--- config.mk ---
export PLATFORM = sky130hd
export DESIGN_NAME = fc_argmax_stream_flat
export DESIGN_NICKNAME = d
export VERILOG_FILES = /design/src/rtl/fc_argmax_stream_if.sv /design/src/rtl/fc_argmax_stream.sv /design/src/flat_wrapper.sv
export SDC_FILE = /design/constraint.sdc
export NUM_CORES = 1
export LEC_CHECK = 0
export CELL_PAD_IN_SITES_DETAIL_PLACEMENT = 1
export CELL_PAD_IN_SITES_GLOBAL_PLACEMENT = 2
export CORE_UTILIZATION = 33
export DETAILED_ROUTE_END_ITERATION = 7
export PLACE_DENSITY = 0.85
export SETUP_SLACK_MARGIN = 0.1
export SLEW_MARGIN = 40
export SYNTH_ARGS = -nofsm -noshare
export SYNTH_HDL_FRONTEND = slang
export SYNTH_SLANG_ARGS = --single-unit
--- constraint.sdc ---
create_clock -name clk -period 4.5 [get_ports clk]
set_input_delay 0.9 -clock clk [delete_from_list [all_inputs] [get_ports clk]]
set_output_delay 0.9 -clock clk [all_outputs]
set_load 0.05 [all_outputs]
--- src/rtl/fc_argmax_stream_if.sv ---
// rtl/fc_argmax_stream_if.sv - element input stream and result output stream for the arg-max stage
interface fc_argmax_stream_if #(
  parameter int M = 10,
  parameter int T = 16
);
  localparam int IW = $clog2(M);

  logic                input_valid;
  logic                input_ready;
  logic signed [T-1:0] input_data;
  logic                output_valid;
  logic                output_ready;
  logic [IW-1:0]       output_index;
  logic signed [T-1:0] output_max;

  modport master (
    output input_valid, input_data, output_ready,
    input  input_ready, output_valid, output_index, output_max
  );

  modport slave (
    input  input_valid, input_data, output_ready,
    output input_ready, output_valid, output_index, output_max
  );
endinterface

--- src/rtl/fc_argmax_stream.sv ---
// rtl/fc_argmax_stream.sv - streaming arg-max over M-element signed vectors
module fc_argmax_stream #(
  parameter int M = 10,
  parameter int T = 16
) (
  input logic               clk,
  input logic               reset,
  fc_argmax_stream_if.slave bus
);
  localparam int IW = $clog2(M);
  localparam logic [IW-1:0] LAST = IW'(M - 1);

  typedef enum logic {COLLECT = 1'b0, HOLD = 1'b1} state_e;

  state_e              state_q, state_d;
  logic [IW-1:0]       cnt_q, cnt_d;
  logic [IW-1:0]       idx_q, idx_d;
  logic signed [T-1:0] max_q, max_d;
  logic                accept;
  logic                transfer;

  assign accept   = bus.input_valid & bus.input_ready;
  assign transfer = bus.output_valid & bus.output_ready;

  always_ff @(posedge clk or negedge reset) begin
    if (!reset) begin
      state_q <= COLLECT;
      cnt_q   <= '0;
      idx_q   <= '0;
      max_q   <= '0;
    end else begin
      state_q <= state_d;
      cnt_q   <= cnt_d;
      idx_q   <= idx_d;
      max_q   <= max_d;
    end
  end

  // Strict greater-than keeps the earliest index on ties.
  always_comb begin
    state_d = state_q;
    cnt_d   = cnt_q;
    idx_d   = idx_q;
    max_d   = max_q;
    case (state_q)
      COLLECT: begin
        if (accept) begin
          if (cnt_q == '0) begin
            max_d = bus.input_data;
            idx_d = '0;
          end else if (bus.input_data > max_q) begin
            max_d = bus.input_data;
            idx_d = cnt_q;
          end
          if (cnt_q == LAST) begin
            cnt_d   = '0;
            state_d = HOLD;
          end else begin
            cnt_d = cnt_q + IW'(1);
          end
        end
      end
      HOLD: begin
        if (transfer) begin
          state_d = COLLECT;
        end
      end
      default: state_d = COLLECT;
    endcase
  end

  always_comb begin
    bus.input_ready  = reset && (state_q == COLLECT);
    bus.output_valid = reset && (state_q == HOLD);
    bus.output_index = reset ? idx_q : '0;
    bus.output_max   = reset ? max_q : '0;
  end
endmodule
--- src/flat_wrapper.sv ---
// flat-port wrapper written by rule: the top's interface ports become plain ports
module fc_argmax_stream_flat 
#(
  parameter int M = 10,
  parameter int T = 16
)
  (clk, reset, bus_input_valid, bus_input_data, bus_output_ready, bus_input_ready, bus_output_valid, bus_output_index, bus_output_max);
  fc_argmax_stream_if #(.M(M), .T(T)) bus_i ();
  input logic clk;
  input logic reset;
  input wire logic [$bits(bus_i.input_valid)-1:0] bus_input_valid;
  input wire logic [$bits(bus_i.input_data)-1:0] bus_input_data;
  input wire logic [$bits(bus_i.output_ready)-1:0] bus_output_ready;
  output wire logic [$bits(bus_i.input_ready)-1:0] bus_input_ready;
  output wire logic [$bits(bus_i.output_valid)-1:0] bus_output_valid;
  output wire logic [$bits(bus_i.output_index)-1:0] bus_output_index;
  output wire logic [$bits(bus_i.output_max)-1:0] bus_output_max;
  assign bus_i.input_valid = bus_input_valid;
  assign bus_i.input_data = bus_input_data;
  assign bus_i.output_ready = bus_output_ready;
  assign bus_input_ready = bus_i.input_ready;
  assign bus_output_valid = bus_i.output_valid;
  assign bus_output_index = bus_i.output_index;
  assign bus_output_max = bus_i.output_max;
  fc_argmax_stream #(.M(M), .T(T)) u_core (.clk(clk), .reset(reset), .bus(bus_i));
endmodule
Word-level counts from Yosys, hierarchy flattened
Index checks and enable logic that the tools add are counted.
Operators by class
  add/subtract/negate cells: 1
  magnitude comparators: 1
  equal/unequal tests: 1
  mux-type cells: 11
  bitwise logic cells: 3
  reductions and logical operators: 6
Operators with widths (count)
  16-bit 2-to-1 mux: 3
  16-bit > comparator: 1
  4-bit 2-to-1 mux: 4
  4-bit by 1-bit adder with 4-bit output (second input constant): 1
  4-bit == test (second input constant): 1
  4-bit zero test: 1
  1-bit 2-to-1 mux: 3
  3-bit AND reduction: 1
  1-bit AND: 2
  1-bit logical AND: 2
  1-bit case mux with 2 select lines: 1
  2-bit AND reduction: 1
  2-bit nonzero test: 1
  1-bit inverter: 1
Storage, ports and cells
  register bits after elaboration: 25
  output and inout bits: 22
  logic and storage cells: 27

Longest topological paths before layout
Gate-level depths: netlist (run 1).
  depth in word-level cells: 5
  mapped depth: 8
  mapped depth without buffers: 7

Least setup slack after synthesis (run 1)
No wires, ideal clock.
  path type: input-to-reg
  from: input bus_input_data[13]
  to: register u_core.max_q[0]
  arrival: 2.567 ns
  data required time: 4.375 ns
  slack: 1.808 ns
  cell stages on the path: 6
  buffers on the path: 1
  cell sequence: ha_1 -> a21o_1 -> a2111oi_1 -> a41oi_2 -> buf_6 -> mux2_4
Between the ends
  word-level cells in the longest chain between the ends: 3
Ends and longest elaborated chain
  from (decl): line flat_wrapper.sv:12  | input wire logic [$bits(bus_i.input_data)-1:0] bus_input_data;
  16-bit > comparator: line fc_argmax_stream.sv:51  | end else if (bus.input_data > max_q) begin
  2-bit nonzero test (no line)
  3-bit AND reduction (no line)
  to (signal assigned): line fc_argmax_stream.sv:35  | max_q <= max_d;
  to (decl): line fc_argmax_stream.sv:18  | logic signed [T-1:0] max_q, max_d;
No other way between the ends.
A chain may end at the register's enable or synchronous reset.

Final worst setup path (run 1)
  from: input bus_input_data[1]
  to: register u_core.max_q[1]
Between the ends
  word-level cells in the longest chain between the ends: 3
Ends and longest elaborated chain (line)
  16-bit > comparator: fc_argmax_stream.sv:51
  2-bit nonzero test (no line)
  3-bit AND reduction (no line)
Parallel ways exist; a longest one is shown, timed or not. The select of a mux whose other input is x is not followed.

==> impl_metrics.ini, run 1 <==
[worst_hold_path]
worstHoldPathCells = 2
min-delay-start = u_core.idx_q[3]$_DFFE_PN0P_
min_path_type = reg -> reg
min_to = u_core.idx_q[3]$_DFFE_PN0P_

[grt]
antenna_found_initial = 0
grt_pass1_vias = 1276
grt_pass1_wl_um = 5975
grt-ovfl-total = 0
grt_start_max_net_pins = 46
grtUsageTotal_pct = 14.39

[cells_and_area]
final_cell_mix = clkdlybuf4s50_1 (40), dfrtp_1 (25), inv_1 (23)
antenna_cells = 0
fin_util_pct = 45.70
layout.cells.non_filler = 264
layout-drive-gt1-share_pct = 14.72
nNetsFinal = 234
final_common_cell = clkdlybuf4s50_1
area_growth_pct = 30.84
design_area_um2 = 2187

[setup_path]
start_kind = input pin
r2r_end = u_core.max_q[1]$_DFFE_PN0P_
reg2reg_slack_ns = 1.76
crit_type = in -> reg
rr_worst_depth = 8
cp.arrival_ns = 3.57
worstPathMaxFanout = 12
rr_startpoint = u_core.max_q[1]$_DFFE_PN0P_
crit_required_ns = 4.66
cp-end-kind = flip-flop

[place]
place_area_um2 = 2138
placed_cells = 260
post-dp-hpwl_um = 2784
place.gp.congestion = 0.7505
io_buffers = 41

[floorplanning]
die_area_um2 = 5354
ios = 42
die_y_um = 73.17
core_area_um2 = 4786
initial_core_util_pct = 34.93
dieWidth_um = 73.17
row_count = 25

[yosys]
avgSynthCellArea_um2 = 10.72
ys.flop_type = dfrtp_1
syn_nets = 192
synth_edf_count = 0
ys_ff_latch = 25
yosysTopAreaCellShare_pct = 37.43
async_flop_share_pct = 100.0
synth.cell_area_um2 = 1672
synth.yosys.warnings = 0
yosys.area.top_type = dfrtp_1
ys_types = 35
synth_cells = 156
ys_top_cells_by_area = dfrtp_1 (37%), mux2_4 (14%), ha_1 (12%), and2_1 (7.9%), inv_1 (5.2%)
yosysSeqAreaShare_pct = 37.43

[power]
ir_drop_mv = 0.2327
p_leak_nw = 0.9938
power_density_nw_per_um2 = 636.5

[timing]
fin_skew_ns = 0.003162
slew_viol_final = 0
worstMarginPinSlew_ns = 0.6058
finalCriticalPeriod_ns = 3.407
max-slew-margin-rel_pct = 59.61
min_period_over_period_pct = 75.70
finalSetupViolCount = 0
rsz0062_at_grt = no
tns_ns = 0
finalHoldViolations = 0
fmax_mhz = 293.5

[clock_tree]
htree_num_levels = 1
cts_tree = done
insertion_delay_ns = 0.27
cts_hold_buf = 0
cts_repair_resize_count = 0
cts_sinks = 25
clock_path_buffers = 2
cts_made_buffers = 3
root_buffer = clkbuf_8
post-cts-setup-buffer-count = 0
clkTransAtPathRegs_ns = 0.09

[route]
vias_per_cell = 4.670
wl_per_cell_um = 13.44
first_pass_iters = 2
ant_nets = 0
drt-total-wl_um = 3549
drtIter0Drc = 30
vias = 1233
drc = 0

[run_status]
run_status = finished clean

[run]
maxCapViolations = 0
[registers in the layout, indices dropped and copies added, names as in the netlist]
register        cells
u_core.max_q       16
u_core.idx_q        4
u_core.cnt_q        4
u_core.state_q      1
[area by class of cell]
cell class                 count  area [um^2]
fill                         551         2599
multi-input combinational    102        922.1
sequential                    25        625.6
timing repair buffer          43        422.9
inverter                      23        86.33
tap                           67        83.83
clock buffer                   3        41.29
clock inverter                 1        5.005
[metal layers]
layer / vias to the layer above / global-route usage [%] / share of wire, %
met3: 2 / 2.348 / 3.8
met5: - / 0 / 0
met1: 595 / 19.52 / 47
met2: 22 / 23.66 / 49
met4: 0 / 3.922 / 0.54
li1: 614 / - / -
[cell families (layout without fill, tap and decap cells)]
| family | count (synthesis) | count (layout) | share of synthesized area (%) |
|---|---|---|---|
| AOI/OAI and AO/OA | 25 | 25 | 11.23 |
| xor gates and xnor gates | 2 | 2 | 1.048 |
| adders and majority gates | 16 | 16 | 11.98 |
| buffers and inverters | 29 | 70 | 7.410 |
| DFF | 25 | 25 | 37.43 |
| muxes | 16 | 16 | 14.37 |
| and+or+nand+nor | 43 | 43 | 16.54 |
[through the flow]
stage	total power, mW	setup slack, ns	hold WS, ns
floorplan	1.051	1.808	0.4798
global placement	1.235	0.8937	0.5048
detailed placement	1.270	0.8002	0.5079
CTS	1.414	1.021	0.5219
global route	1.498	0.9704	0.5492
finish	1.392	1.093	0.5155
[power breakdown]
part           total [mW]  switching [mW]  internal (mW)
combinational       0.816           0.432          0.385
clock               0.138          0.0758         0.0620
sequential          0.438           0.101          0.337
[worst max-delay path, stage by stage]
cell	delay, ns
clkdlybuf4s50_1	0.45
ha_1	0.32
nor2b_1	0.13
o211ai_1	0.09
a2111o_1	0.42
a41oi_2	0.57
buf_4	0.37
mux2_4	0.32
[synth_stat cells (2+ instances only)]
library cell,instances
and2_1,21
a21oi_1,7
clkbuf_1,4
o2bb2ai_1,4
a21o_1,2
dfrtp_1,25
nor2_1,2
ha_1,16
nand2_1,7
buf_6,2
xnor2_1,2
o21ai_1,2
mux2_4,16
nor2b_1,2
nand4_1,2
inv_1,23
[how the worst max path moves through the flow]
stage | start | end | slack (ns) | cells past startpoint
after floorplan | bus_input_data[13] | u_core.max_q[0]$_DFFE_PN0P_ | 1.81 | 6
after global placement | bus_input_data[1] | u_core.max_q[3]$_DFFE_PN0P_ | 0.89 | 8
after detailed placement | bus_input_data[1] | u_core.max_q[4]$_DFFE_PN0P_ | 0.80 | 8
after CTS | reset | bus_output_max[2] | 1.02 | 3
after global routing | bus_input_data[1] | u_core.max_q[0]$_DFFE_PN0P_ | 0.97 | 8
final | bus_input_data[1] | u_core.max_q[1]$_DFFE_PN0P_ | 1.09 | 8
(Power assumes the default switching activity.)
==> run 2, diff against run 1 <==
--- a/config.mk
+++ b/config.mk
@@ -7,9 +7,9 @@
 export LEC_CHECK = 0
 export CELL_PAD_IN_SITES_DETAIL_PLACEMENT = 1
 export CELL_PAD_IN_SITES_GLOBAL_PLACEMENT = 2
-export CORE_UTILIZATION = 33
+export CORE_UTILIZATION = 28
 export DETAILED_ROUTE_END_ITERATION = 7
-export PLACE_DENSITY = 0.85
+export PLACE_DENSITY = 0.76
 export SETUP_SLACK_MARGIN = 0.1
 export SLEW_MARGIN = 40
 export SYNTH_ARGS = -nofsm -noshare
==> constraint.sdc (replaced) <==
create_clock -name clk -period 2.8 [get_ports clk]
set_input_delay 0.56 -clock clk [delete_from_list [all_inputs] [get_ports clk]]
set_output_delay 0.56 -clock clk [all_outputs]
set_load 0.05 [all_outputs]
==> impl_metrics.ini, run 2 (synthesis gave the netlist of run 1 again) <==
[setup_path]
start_kind = input pin
crit_required_ns = 2.96
rr_startpoint = u_core.max_q[1]$_DFFE_PN0P_
cp.arrival_ns = 2.83
reg2reg_slack_ns = 0.37
crit_type = in -> reg
crit_end = u_core.max_q[10]$_DFFE_PN0P_
r2r_end = u_core.max_q[10]$_DFFE_PN0P_
cp-end-kind = flip-flop
rr_worst_depth = 8
worstPathMaxFanout = 8
critPathLaunch = bus_input_data[14]

[grt]
antenna_found_initial = 0
grt-ovfl-total = 0
grtUsageTotal_pct = 14.64
grt_pass1_vias = 1499
grt_pass1_wl_um = 7176
grt_start_max_net_pins = 28

[route]
ant_nets = 0
vias = 1353
drtIter0Drc = 15
wl_per_cell_um = 15.28
drc = 0
drt-total-wl_um = 4308
first_pass_iters = 4
vias_per_cell = 4.798

[clock_tree]
insertion_delay_ns = 0.28
clkTransAtPathRegs_ns = 0.10
htree_num_levels = 1
cts_made_buffers = 3
cts_sinks = 25
cts_hold_buf = 0
root_buffer = clkbuf_8
cts_tree = done
clock_path_buffers = 2

[run]
maxCapViolations = 0

[timing]
rsz0062_at_grt = no
slew_viol_final = 0
min_period_over_period_pct = 95.09
finalSetupViolCount = 0
fmax_mhz = 375.6
worstMarginPinSlew_ns = 0.4116
finalCriticalPeriod_ns = 2.662
max-slew-margin-rel_pct = 72.43
finalHoldViolations = 0
fin_skew_ns = 0.005813

[cells_and_area]
nNetsFinal = 247
fin_util_pct = 46.24
top_regs = u_core.max_q (16), u_core.cnt_q (4), u_core.idx_q (4)
layout-drive-gt1-share_pct = 32.38
area_growth_pct = 56.06
final_common_cell = dfrtp_1
n_fill_cell = 606
final_cell_mix = dfrtp_1 (25), inv_1 (23), buf_12 (23)
largest_register_ffs = 16
regMostFlops = u_core.max_q
design_area_um2 = 2609
antenna_cells = 0

[place]
io_buffers = 41
place_area_um2 = 2445
post-dp-hpwl_um = 3265
place.gp.congestion = 0.7060

[floorplanning]
row_count = 27
core_area_um2 = 5642
initial_core_util_pct = 29.63
die_y_um = 79.27
ios = 42
die_area_um2 = 6283
dieWidth_um = 79.27

[power]
p_leak_nw = 1.216
power_density_nw_per_um2 = 1028
ir_drop_mv = 0.3565
power_mw = 2.682

[run_status]
run_status = finished clean

[worst_hold_path]
min_path_type = in -> async
## run 2: worst max-delay path, cell delays in order
cell and delay, ns:
clkdlybuf4s50_1 0.47, ha_4 0.30, nand4_2 0.12, buf_4 0.17
a2111o_1 0.34, a41oi_4 0.34, clkbuf_16 0.24, mux2_4 0.30
## run 2: cell type report
class	count	area, um^2	area share, %
sequential	25	625.6	23.98
inverter	23	86.33	3.309
multi-input combinational	102	984.7	37.75
clock buffer	3	41.29	1.583
timing repair buffer	56	775.7	29.74
tap	72	90.09	3.453
clock inverter	1	5.005	0.1918
## run 2: timing repair
action                     CTS  global route
gates resized for setup      0            10
setup endpoints to repair    0            16
setup buffers                0             3
## run 2: layer usage
layer / vias to the layer above / wire length (um) / GRT usage (%)
met5: - / 0 / 0
met4: 0 / 36 / 3.818
met3: 5 / 163 / 2.299
met2: 26 / 2302 / 27.76
met1: 684 / 1805 / 16.82
li1: 638 / - / -
## run 2: where the power goes
group / switching, mW / internal (mW)
Combinational: 0.826 / 0.925
Sequential: 0.164 / 0.541
Clock: 0.127 / 0.0999
Total: 1.12 / 1.57
## run 2: worst min-delay path by stage
stage                                start                     endpoint  slack (ns)  depth (start not counted)
2_1_floorplan                        reset  u_core.cnt_q[0]$_DFFE_PN0P_        0.26                          0
3_3_place_gp   u_core.idx_q[1]$_DFFE_PN0P_  u_core.idx_q[1]$_DFFE_PN0P_        0.51                          2
3_5_place_dp   u_core.idx_q[0]$_DFFE_PN0P_  u_core.idx_q[0]$_DFFE_PN0P_        0.51                          2
4_1_cts                              reset     u_core.state_q$_DFF_PN0_        0.28                          2
5_1_grt                              reset  u_core.idx_q[0]$_DFFE_PN0P_        0.29                          2
6_report                             reset  u_core.idx_q[0]$_DFFE_PN0P_        0.27                          2
## run 2: metrics by stage
stage               cells  worst slack, ns  TNS [ns]  hold slack (ns)
floorplan             156           0.4475         0           0.2644
detailed placement    274          -0.1387    -2.091           0.5087
global placement      274          -0.1007    -1.573           0.5057
finish                282           0.1376         0           0.2683
CTS                   278           0.1497         0           0.2769
global route          282          0.09438         0           0.2857
==> patch, RTL diff (settings of run 2) <==
`T` is set to 16 in 3 places; all go to 15.
--- a/src/rtl/fc_argmax_stream_if.sv
+++ b/src/rtl/fc_argmax_stream_if.sv
@@ -3,3 +3,3 @@
   parameter int M = 10,
-  parameter int T = 16
+  parameter int T = 15
 );
--- a/src/rtl/fc_argmax_stream.sv
+++ b/src/rtl/fc_argmax_stream.sv
@@ -3,3 +3,3 @@
   parameter int M = 10,
-  parameter int T = 16
+  parameter int T = 15
 ) (
--- a/src/flat_wrapper.sv
+++ b/src/flat_wrapper.sv
@@ -4,3 +4,3 @@
   parameter int M = 10,
-  parameter int T = 16
+  parameter int T = 15
 )
Interface: changed (resized bus_input_data and bus_output_max); port bits go from 42 to 40. No check against the original RTL was run, so the function may have changed too.
==> patch against run 2 <==
Highest routed layer unchanged; critical path depth is the same; cell area down 2.0%; wire length is 9.0% higher; sequential cell count down 1; sequential share of layout area shrank 0.49 points; count of clock-buffer cells in the layout grew 1; hold slack better by 0.0050 ns; area after synthesis rose by 3.6%; non-clock buffer count is 1 higher; sequential power down 12%; via count is 19% higher; power shrank 11%; worst setup slack improved by 0.097 ns; largest power group unchanged.
==> patch: results (changes against run 2) <==
- The adder-cell share of the synthesized area is 10.8% (-1.1 points).
* Post-synthesis sequential area ratio: 34.7% (-2.7 points)
* M2 GR Usage: 27.5% (-0.22 points)
* Relative slew slack: 77.9% (+5.5 points)
- The initial detailed-routing violation count was 55 (+40).
- Total Routed Length: 4700 µm (+9.0%)
- CP Max Fanout: 10 (+2)
- The compound-gate portion of the synthesized area came to 25.6% (+14 points).
- I/O Buffers: 39 (-4.9%)
- The global routing met1 resource utilization was 22.0% (+5.2 points).
- First-pass GRT wire length: 8120 µm (+13%)
- The initial antenna violation count is 0 (unchanged).
- The placed wire-length estimate after detailed placement came to 3650 µm (+12%).
- Launch point of the worst reg-to-reg path: u_core.max_q[12]
- The count of filler cells inserted in the layout came to 682 (+13%).
- The count of different cell masters after synthesis came to 34 (-2.9%).
* Vias per cell: 5.15 (+7.3%)
- The worst endpoint data arrival time is 2.73 ns (-0.10 ns).
* Global routing usage summed across all routing layers: 16.3% (+1.6 points)
- Outcome: finished, final reports clean
* Internal reg-to-reg setup slack: 0.60 ns (+0.23 ns)
* Number of global-route vias before repair: 1731 (+15%)
* Layout Cells excl Fill: 312 (+11%)
- The layout cell share with drive strength beyond 1 came to 21.5% (-11 points).
* FF-to-FF End: u_core.max_q[6]
- The last weighted congestion value of the routability-driven placer was 0.804 (+14%).
- The largest registers in the layout are u_core.max_q: 15 flops, u_core.cnt_q: 4 flops, u_core.idx_q: 4 flops.
- The total number of nets in the final design was 272 (+10%).
- The share of the synthesized netlist area taken by xor and xnor gates was 1.01% (-0.036 points).
- The maximum buffer depth of the clock tree came to 2 (unchanged).
* Top post-synthesis cells by count: nand2_1 (28), dfrtp_1 (24), and2_1 (22), inv_1 (19)
* Crit path from: bus_input_data[12]
* Met3 Resource Use GR: 1.48% (-0.82 points)
* Post-synthesis cell count: 188 (+21%)
* Leading cell types by total area after synthesis: dfrtp_1 (35%), ha_1 (11%), and2_1 (7.9%), o2111ai_1 (7.6%), nand2_1 (6.1%)
==> patch: cell count changes in the layout (fill, tap and decap cells not counted), moves of 5 or more <==
cell / run 2 / this run
nand2_1: 7 / 28
mux2_4: 16 / 0
o2111ai_1: 0 / 15
o311ai_1: 0 / 9
buf_4: 13 / 18
o311ai_2: 0 / 5
==> patch: how the worst min path moves through the flow <==
stage	endpoint	slack, ns	cells after the start
finish	u_core.max_q[0]	0.27	2
global route	u_core.max_q[0]	0.28	2
CTS	u_core.max_q[0]	0.27	2
detailed placement	u_core.idx_q[2]	0.51	2
global placement	u_core.state_q	0.52	2
floorplan	u_core.cnt_q[0]	0.26	0
==> patch: layout make-up <==
type	count	area share, %
Timing Repair Buffer	57	28.6
Sequential cell	24	23.5
Inverter	19	2.79
Clock buffer	4	2.15
Multi-Input combinational cell	133	39.3
Tap cell	75	3.67
==> patch: power by group <==
group	total (µW)	internal [µW]	leakage [µW]	switching, µW
clock network	246	126	0.0000288	120
registers	622	513	0.000293	109
logic	1530	713	0.000763	818
total	2400	1350	0.00109	1050
==> patch: layer usage <==
layer	wire (µm)	vias up	share of wire [%]
met4	31	0	0.66
met1	2310	790	49
met2	2270	21	48
li1	-	791	-
met5	0	-	0
met3	84	4	1.8
==> patch: logic make-up (layout without fill, tap and decap cells) <==
family	Yosys count	in the layout
adder cells (fa/ha/maj)	15	15
buffers and inverters	31	80
flip-flops	24	24
XOR/XNOR	2	2
AND/OR/NAND/NOR	63	63
multiplexers	3	3
AO/OA/AOI/OAI	50	50
==> patch: timing repair <==
action	CTS	global route
setup buffers	0	2
endpoints found under the hold margin	0	0
gates resized for setup	0	1
hold buffers	0	0
setup endpoints to repair	0	14
==> patch: metrics by stage <==
| stage | total power, µW | instance area (µm²) | hold slack (ns) | worst slack [ns] |
|---|---|---|---|---|
| final | 2400 | 2560 | 0.273 | 0.234 |
| after global placement | 2110 | 2480 | 0.523 | -0.0158 |
| after CTS | 2400 | 2540 | 0.273 | 0.159 |
| after floorplan | 1500 | 1730 | 0.264 | 0.406 |
| after detailed placement | 2140 | 2480 | 0.515 | -0.0874 |
| after global routing | 2580 | 2560 | 0.280 | 0.0926 |
==> patch: critical path, stage by stage <==
cell	delay, ns
clkdlybuf4s50_1	0.45
ha_1	0.33
a21o_1	0.19
a2111oi_2	0.34
o21ai_1	0.18
o21ba_1	0.22
buf_4	0.18
o311ai_1	0.28
